==> src/rtl/sb_tx_rdi_encoder.sv <==
// Transmit-side RDI sideband encoder: queues compact RDI requests and emits
// 64-bit message-without-data headers over a valid/ready handshake.
module sb_tx_rdi_encoder #(
  parameter int         DEPTH  = 2,
  parameter logic [2:0] SRC_ID = 3'b010,
  parameter logic [2:0] DST_ID = 3'b110
) (
  input  logic        i_clk,
  input  logic        i_rst_n,
  input  logic        i_rdi_msg,
  input  logic [1:0]  i_rdi_msg_code,
  input  logic [3:0]  i_rdi_msg_sub_code,
  input  logic [1:0]  i_rdi_msg_info,
  output logic        o_rdi_ready,
  output logic [63:0] o_rdi_header,
  output logic        o_rdi_header_valid,
  input  logic        i_rdi_header_ready,
  output logic        o_rdi_err,
  output logic        o_rdi_busy
);

  localparam int PW = (DEPTH > 1) ? $clog2(DEPTH) : 1;
  localparam int CW = $clog2(DEPTH + 1);
  localparam logic [CW-1:0] FULL_CNT = CW'(DEPTH);
  localparam logic [PW-1:0] LAST_PTR = PW'(DEPTH - 1);

  // Queue entry layout: {code[1:0], sub_code[3:0], info[1:0]}
  logic [7:0]    mem [DEPTH];
  logic [7:0]    req_entry;
  logic [PW-1:0] wr_ptr_q, wr_ptr_d, rd_ptr_q, rd_ptr_d;
  logic [CW-1:0] cnt_q, cnt_d;
  logic [63:0]   header_q, header_d;
  logic          valid_q, valid_d;
  logic          err_q, err_d;
  logic          accept, legal, out_free, q_empty, pop, push, bypass;

  function automatic logic [63:0] encode(input logic [7:0] e);
    logic [63:0] h;
    logic [1:0]  code;
    h       = '0;
    code    = e[7:6];
    h[4:0]  = 5'b10010;
    h[21:14] = {6'b0, code};
    h[31:29] = SRC_ID;
    h[39:32] = {4'b0, e[5:2]};
    case (code)
      2'd0:    h[55:40] = {14'b0, e[1:0]};
      2'd2:    h[55:40] = {15'b0, e[0]};
      default: h[55:40] = 16'h0000;
    endcase
    h[58:56] = DST_ID;
    h[62]    = ^h[61:0];
    return h;
  endfunction

  function automatic logic [PW-1:0] next_ptr(input logic [PW-1:0] p);
    return (p == LAST_PTR) ? '0 : p + 1'b1;
  endfunction

  assign req_entry   = {i_rdi_msg_code, i_rdi_msg_sub_code, i_rdi_msg_info};
  assign o_rdi_ready = (cnt_q != FULL_CNT);

  always_comb begin
    q_empty  = (cnt_q == '0);
    out_free = !valid_q || i_rdi_header_ready;
    accept   = i_rdi_msg && o_rdi_ready;
    legal    = (i_rdi_msg_code != 2'd3);
    pop      = !q_empty && out_free;
    // An empty queue with a free output register lets a request skip the queue.
    bypass   = accept && legal && q_empty && out_free;
    push     = accept && legal && !bypass;
    err_d    = accept && !legal;

    header_d = header_q;
    valid_d  = valid_q;
    if (pop) begin
      header_d = encode(mem[rd_ptr_q]);
      valid_d  = 1'b1;
    end else if (bypass) begin
      header_d = encode(req_entry);
      valid_d  = 1'b1;
    end else if (valid_q && i_rdi_header_ready) begin
      valid_d  = 1'b0;
    end

    wr_ptr_d = push ? next_ptr(wr_ptr_q) : wr_ptr_q;
    rd_ptr_d = pop  ? next_ptr(rd_ptr_q) : rd_ptr_q;
    cnt_d    = cnt_q;
    if (push && !pop)      cnt_d = cnt_q + 1'b1;
    else if (pop && !push) cnt_d = cnt_q - 1'b1;
  end

  always_ff @(posedge i_clk) begin
    if (push) mem[wr_ptr_q] <= req_entry;
  end

  always_ff @(posedge i_clk or negedge i_rst_n) begin
    if (!i_rst_n) begin
      wr_ptr_q <= '0;
      rd_ptr_q <= '0;
      cnt_q    <= '0;
      header_q <= '0;
      valid_q  <= 1'b0;
      err_q    <= 1'b0;
    end else begin
      wr_ptr_q <= wr_ptr_d;
      rd_ptr_q <= rd_ptr_d;
      cnt_q    <= cnt_d;
      header_q <= header_d;
      valid_q  <= valid_d;
      err_q    <= err_d;
    end
  end

  assign o_rdi_header       = header_q;
  assign o_rdi_header_valid = valid_q;
  assign o_rdi_err          = err_q;
  assign o_rdi_busy         = (cnt_q != '0) || valid_q;

endmodule

==> config.mk <==
export PLATFORM = sky130hd
export DESIGN_NAME = sb_tx_rdi_encoder
export DESIGN_NICKNAME = d
export VERILOG_FILES = /design/src/rtl/sb_tx_rdi_encoder.sv
export SDC_FILE = /design/constraint.sdc
export NUM_CORES = 1
export LEC_CHECK = 0
export ABC_CLOCK_PERIOD_IN_PS = 2150
export BUFFER_PORTS_ARGS = -buffer_cell sky130_fd_sc_hd__buf_2
export CORE_MARGIN = 1
export CORE_UTILIZATION = 46
export CTS_CLUSTER_SIZE = 20
export DETAILED_ROUTE_END_ITERATION = 12
export GPL_ROUTABILITY_DRIVEN = 0
export PLACE_DENSITY = 0.86
export RECOVER_POWER = 100
export SYNTH_ARGS = -nofsm -noshare
export SYNTH_HDL_FRONTEND = slang
export SYNTH_SLANG_ARGS = --single-unit
==> constraint.sdc <==
create_clock -name i_clk -period 2.15 [get_ports i_clk]
set_clock_uncertainty 0.2 [all_clocks]
set_input_delay 0.215 -clock i_clk [delete_from_list [all_inputs] [get_ports i_clk]]
set_output_delay 0.215 -clock i_clk [all_outputs]
set_load 0.1 [all_outputs]
==> results.md, run 1 <==
* Status: completed
* Via-to-Cell Ratio at approximately 4.4
* RSZ-0062 raised after global routing: no
* Synth top area cells: edfxtp_1 24%, buf_4 21%, dfrtp_1 20%
* # diodes at 0
* Seq/Total Area, Yosys at between 40% and 50%
* Drt first pass iters at 4
* Synth Area in XOR/XNOR at 8.43%
* Share of cells above drive strength 1 at 16.4%
* Multi-input logic area at 827 um^2
* Flip-flop and latch area at 882 um^2
* Leading area contributor after synthesis: edfxtp_1
* Layout area overhead at 8.75%
* CTS tree: yes
* Gr usage total at 16.1%
* Initial core utilization at 48.7%
* Post-route setup slack at a little over 80 ps
* Register clock-pin slew on the reported worst setup and hold paths at 60 ps
* Cells after DPL at 259
* Die X at 67.5 um
* Die height at just under 70 um
* Global-route wire length before repair at about 5000 um
* Setup TNS at 0 ps
* Post-route ant nets at 0
* Post-synthesis mux area share at 4.75%
* Drt initial violations at 18
* H-tree depth at 2
* Area share of the largest cell type after synthesis at 24.3%
* Num CTS Buffers at 5
* Postcts setup bufs at 0
* Setup CP Type: reg -> reg
* Global route overflow at 0
* Max-Cap Viols at 0
* Filler cells at about 360
* Core area at 0.00406 mm^2
* Post-synthesis adder-cell area fraction at 3.17%
* Compound-Gate Fraction of Synth Area at 8.43%
* DP Wirelength at 2330 um
* Clock insertion delay at the later pin of the skew report at 290 ps
* Vias in the first global route at 1,053
* Wire per inst at 11.7 um
* Period utilization at 96.2%
* Post-Synthesis Cell Area at between 0.0015 and 0.002 mm^2
* Worst Tran Pin Value at 1180 ps
* Final instance area at 0.00215 mm^2
* Mapped Cells at 185
* Slew headroom at 21.8%
* Synth cell types at 35
* Req. time, crit path at 2120 ps
* CP Launch Type: register
* Initial antenna violation count at 0
* Final Non-Filler Cells at 276
* Post-synthesis register bit count at 32
* DP Area at 0.00196 mm^2
* Via Count at 1,209
* Post-Place Setup Slack at 106 ps
* Hold Crit Class: in -> reg
* Number of port buffers at 29
* Drt total wl at ~3200 um
* Yosys Warn Count at 0
* Min cycle time layout at 2070 ps
* Main combinational cell family by area after synthesis: buffers and inverters
* CTS root buf: clkbuf_8
* Crit end category: register
* FP Rows at 23
* Avg Cell Area, Syn at 10.7 um^2
* DRC Markers at 0
* Endpoints failing setup at 0
* Commonest cells after routing, fill and taps aside: 50 x conb_1, 19 x clkbuf_2, 16 x edfxtp_1, 15 x dfrtp_1, 13 x nand2_1
* I/O pin count at 80
* Layout net count at approximately 240
* Clock Sinks at 32
* Commonest non-fill, non-tap cell in the layout: conb_1
* Die footprint at between 0.004 and 0.005 mm^2
* CTS max path bufs at 2
* Crit-path max FO at 4
* Pin count of the biggest net entering global routing at 17
* Final hold violation count at 0
* F_max at slightly below 500 MHz
* Max Slew Vio Count at 0
* Synth Area in Simple Gates at 7.35%
* Critical Path AT at 2040 ps
==> Yosys cell counts <==
cell type  number
mux2_1          3
o21a_1          1
xor2_1          6
a21oi_1         6
nor2_2          1
nor2_1         11
xnor2_1        13
a22oi_2         1
ha_1            5
inv_2           1
or3_1           1
a22oi_1         1
buf_6           1
dfrtp_1        16
edfxtp_1       16
nor2b_1         1
nand2b_1        3
o211ai_1        2
o211ai_2        1
mux2i_1         6
o31ai_4         1
inv_1           3
nand3_1         1
o31ai_1         1
o21ai_0         3
a32oi_1         1
buf_4          55
and3_1          1
and2_1          1
o21ai_1         4
conb_1          1
o21ai_2         1
inv_4           1
buf_2           2
nand2_1        13
==> stage by stage <==
step	hold WS, ps	utilization, %
final	70.2	52.9
after global routing	75.4	52.9
after CTS	54.9	53.2
after detailed placement	-34.8	48.4
after global placement	-46.1	48.4
after floorplan	-281	-
==> path summary, 6_finish.rpt <==
check	start	endpoint	slack (ps)	cells after the start
worst max-delay path	rd_ptr_q	o_rdi_header[62]	80	7
worst min-delay path	i_rdi_msg_code[0]	o_rdi_header[14]	70	3
worst max register to register	rd_ptr_q	o_rdi_header[62]	80	7
worst min register to register	o_rdi_header[32]	o_rdi_header[32]	290	2
max in group asynchronous	i_rst_n	o_rdi_header_valid	690	2
min in group asynchronous	i_rst_n	cnt_q[1]	420	2
==> state kept, by name (all words and copies together) (netlist names) <==
register            count
cnt_q                   2
mem                    16
o_rdi_err               1
o_rdi_header           10
o_rdi_header_valid      1
rd_ptr_q                1
wr_ptr_q                1
==> cells by family after synthesis <==
group,count (synthesis)
and+or+nand+nor,33
buffers and inverters,63
xor gates and xnor gates,19
AOI/OAI and AO/OA,23
muxes,9
adders and majority gates,5
other,1
DFF,32
==> worst max-delay path, stage by stage (launching register included) <==
cell	delay, ps
dfrtp_1	420
mux2_1	360
inv_1	100
ha_1	240
xnor2_1	140
xnor2_1	260
xnor2_2	160
o21ai_2	70
==> area by class of cell <==
class | instances | area share (%)
flip-flops and latches | 32 | 41.1
multi-input cells | 139 | 38.5
repair buffers | 43 | 12.0
clock buffers | 7 | 4.49
well taps | 50 | 2.91
inverters | 5 | 0.991
==> routing by layer <==
metal  GRT usage (%)  vias up  part of all wire [%]
li1                -      592                     -
met3            6.25       12                   5.6
met5               0        -                     0
met4            11.4        0                   4.1
met2            24.3       48                    49
met1            18.6      557                    41
==> what timing repair did <==
action	CTS	global route
endpoints found under the hold margin	33	0
setup endpoints to repair	0	1
hold buffers	10	0
resized for setup	0	1
Power of run 1 is left out: the tool's default activity adds up to more than one toggle a clock period on the data nets, which glitch-free logic cannot reach.
==> inputs of run 2 (changes only) <==
--- a/config.mk
+++ b/config.mk
@@ -5,7 +5,7 @@
 export SDC_FILE = /design/constraint.sdc
 export NUM_CORES = 1
 export LEC_CHECK = 0
-export ABC_CLOCK_PERIOD_IN_PS = 2150
+export ABC_CLOCK_PERIOD_IN_PS = 2300
 export BUFFER_PORTS_ARGS = -buffer_cell sky130_fd_sc_hd__buf_2
 export CORE_MARGIN = 1
 export CORE_UTILIZATION = 46
@@ -14,6 +14,7 @@
 export GPL_ROUTABILITY_DRIVEN = 0
 export PLACE_DENSITY = 0.86
 export RECOVER_POWER = 100
+export REMOVE_ABC_BUFFERS = 1
 export SYNTH_ARGS = -nofsm -noshare
 export SYNTH_HDL_FRONTEND = slang
 export SYNTH_SLANG_ARGS = --single-unit
==> constraint.sdc (replaced) <==
create_clock -name i_clk -period 2.3 [get_ports i_clk]
set_clock_uncertainty 0.2 [all_clocks]
set_input_delay 0.23 -clock i_clk [delete_from_list [all_inputs] [get_ports i_clk]]
set_output_delay 0.23 -clock i_clk [all_outputs]
set_load 0.1 [all_outputs]
==> run 2 against run 1 <==
  * Register-to-register slack better by 98 ps
  * Worst setup slack improved by 90 ps
  * Hold slack gained 12 ps
  * Design area shrank 3.1%
  * Global-route usage fell by 0.67 points
  * Critical path type is now in -> reg
==> results.md, run 2 (same netlist as run 1, synthesis figures left out) <==
* Status: completed
* Via-to-Cell Ratio at 4.34 (-0.99%)
* Top reg by flops: mem
* Crit end category: register
* Postcts setup bufs at 0 (unchanged)
* Gr usage total at 15.5% (-0.67 points)
* Die X at 67.5 um (unchanged)
* CTS tree: yes
* Drt total wl at 3240 um (+0.43%)
* Worst setup path start: i_rdi_msg_code[0]
* Layout net count at 242 (-0.41%)
* Min cycle time layout at 2130 ps
* Clock insertion delay at the later pin of the skew report at 280 ps (about the same)
* Global-route wire length before repair at 4890 um (-1.9%)
* H-tree depth at 2 (unchanged)
* Pin count of the biggest net entering global routing at 17 (unchanged)
* Final hold violation count at 0 (unchanged)
* Hold Crit Class: in -> reg
* Filler cells at 386 (+6.9%)
* CP max stage delay at 530 ps (+110 ps)
* Layout area overhead at 5.32%
* Initial core utilization at 48.7% (unchanged)
* Final core utilization at 51.2% (-1.7 points)
* Largest register FFs at 16 (unchanged)
* FP Rows at 23 (unchanged)
* Post-Place Setup Slack at 188 ps (+81.7 ps)
* Global route overflow at 0 (unchanged)
* Post-route ant nets at 0 (unchanged)
* # diodes at 0 (unchanged)
* I/O pin count at 80 (unchanged)
* Critical Path AT at 1870 ps (-170 ps)
* Die height at 67.5 um (unchanged)
* CP Launch Type: input pin
* Share of cells above drive strength 1 at 7.96% (-8.4 points)
* CTS root buf: clkbuf_8
* Clock Sinks at 32 (unchanged)
* Slew headroom at 22.3% (+0.55 points)
* DRC Markers at 0 (unchanged)
* Vias in the first global route at 1,022 (-2.9%)
* Worst flop-to-flop path startpoint: rd_ptr_q
* Critical-path cell list: dlygate4sd3_1, buf_2, ha_1, nor2b_1, o21ai_1, clkinv_1, and2_1
* Max Slew Vio Count at 0 (unchanged)
* CTS max path bufs at 2 (unchanged)
* Post-route setup slack at 172 ps (+90.2 ps)
* Num CTS Buffers at 5 (unchanged)
* Worst Tran Pin Value at 1170 ps (-8.22 ps)
* Setup TNS at 0 ps (unchanged)
* Commonest cells after routing, fill and taps aside: 50 x conb_1, 27 x clkbuf_1, 16 x dfrtp_1, 16 x edfxtp_1
* F_max at 470 MHz
* Setup CP Type: in -> reg
* Req. time, crit path at 2040 ps (-80 ps)
* Number of port buffers at 29 (unchanged)
* Register clock-pin slew on the reported worst setup and hold paths at 60 ps (about the same)
* Initial antenna violation count at 0 (unchanged)
* RSZ-0062 raised after global routing: no
* Core area at 0.00406 mm^2 (unchanged)
* Drt first pass iters at 4 (unchanged)
* Drt initial violations at 20 (+2)
* Crit-path max FO at 8 (+4)
* Max-Cap Viols at 0 (unchanged)
* Via Count at 1,197 (-0.99%)
* Hold_ws at 82.0 ps (+11.8 ps)
* Hold Crit Start: i_rdi_header_ready
* Wire per inst at 11.7 um (+0.43%)
* Commonest non-fill, non-tap cell in the layout: conb_1
* Period utilization at 92.5%
* Slowest stage cell on the critical path: dlygate4sd3_1
* DP Wirelength at 2400 um (+2.8%)
* Die footprint at 0.00456 mm^2 (unchanged)
* Endpoints failing setup at 0 (unchanged)
-- run 2: stage by stage --
step	cells	instance area [um^2]
after floorplan	176	1720
after global placement	259	1960
after detailed placement	259	1960
after CTS	276	2130
after global routing	276	2080
final	276	2080
-- run 2: cell type report --
class                   instances  area [um^2]  area share (%)
flip-flops and latches         32          881            42.4
multi-input cells             139          808            38.9
repair buffers                 42          226            10.9
clock buffers                   7         76.3            3.67
well taps                      50         62.6            3.01
inverters                       5         21.3            1.02
clock inverters                 1         3.75           0.181
-- run 2: metal layers --
layer	GRT usage [%]	vias up	part of all wire, %
li1	-	588	-
met1	18.8	565	43
met2	24.0	39	51
met3	6.25	5	5.1
met4	6.38	0	1.4
met5	0	-	0
-- run 2: what timing repair did --
action,4_1_cts,5_1_grt
endpoints found under the setup margin,0,9
hold buffers,9,0
resized for setup,0,2
hold endpoints to repair,31,0
-- run 2: worst max-delay path: cells and delay by family --
kind | cells | cell delay, ps
buffers and inverters | 3 | 760
AND/OR/NAND/NOR | 2 | 520
adder cells (fa/ha/maj) | 1 | 210
AO/OA/AOI/OAI | 1 | 150
-- run 2: path summary, 6_finish.rpt --
kind                       depth (start not counted)  slack, ps                 end
min in group asynchronous                          2        420           o_rdi_err
max in group asynchronous                          2        890            cnt_q[0]
min                                                3         80  o_rdi_header_valid
min reg2reg                                        2        290    o_rdi_header[33]
max reg2reg                                        9        180    o_rdi_header[62]
max                                                7        170           mem[1][6]
Power of run 2 is left out for the same reason.
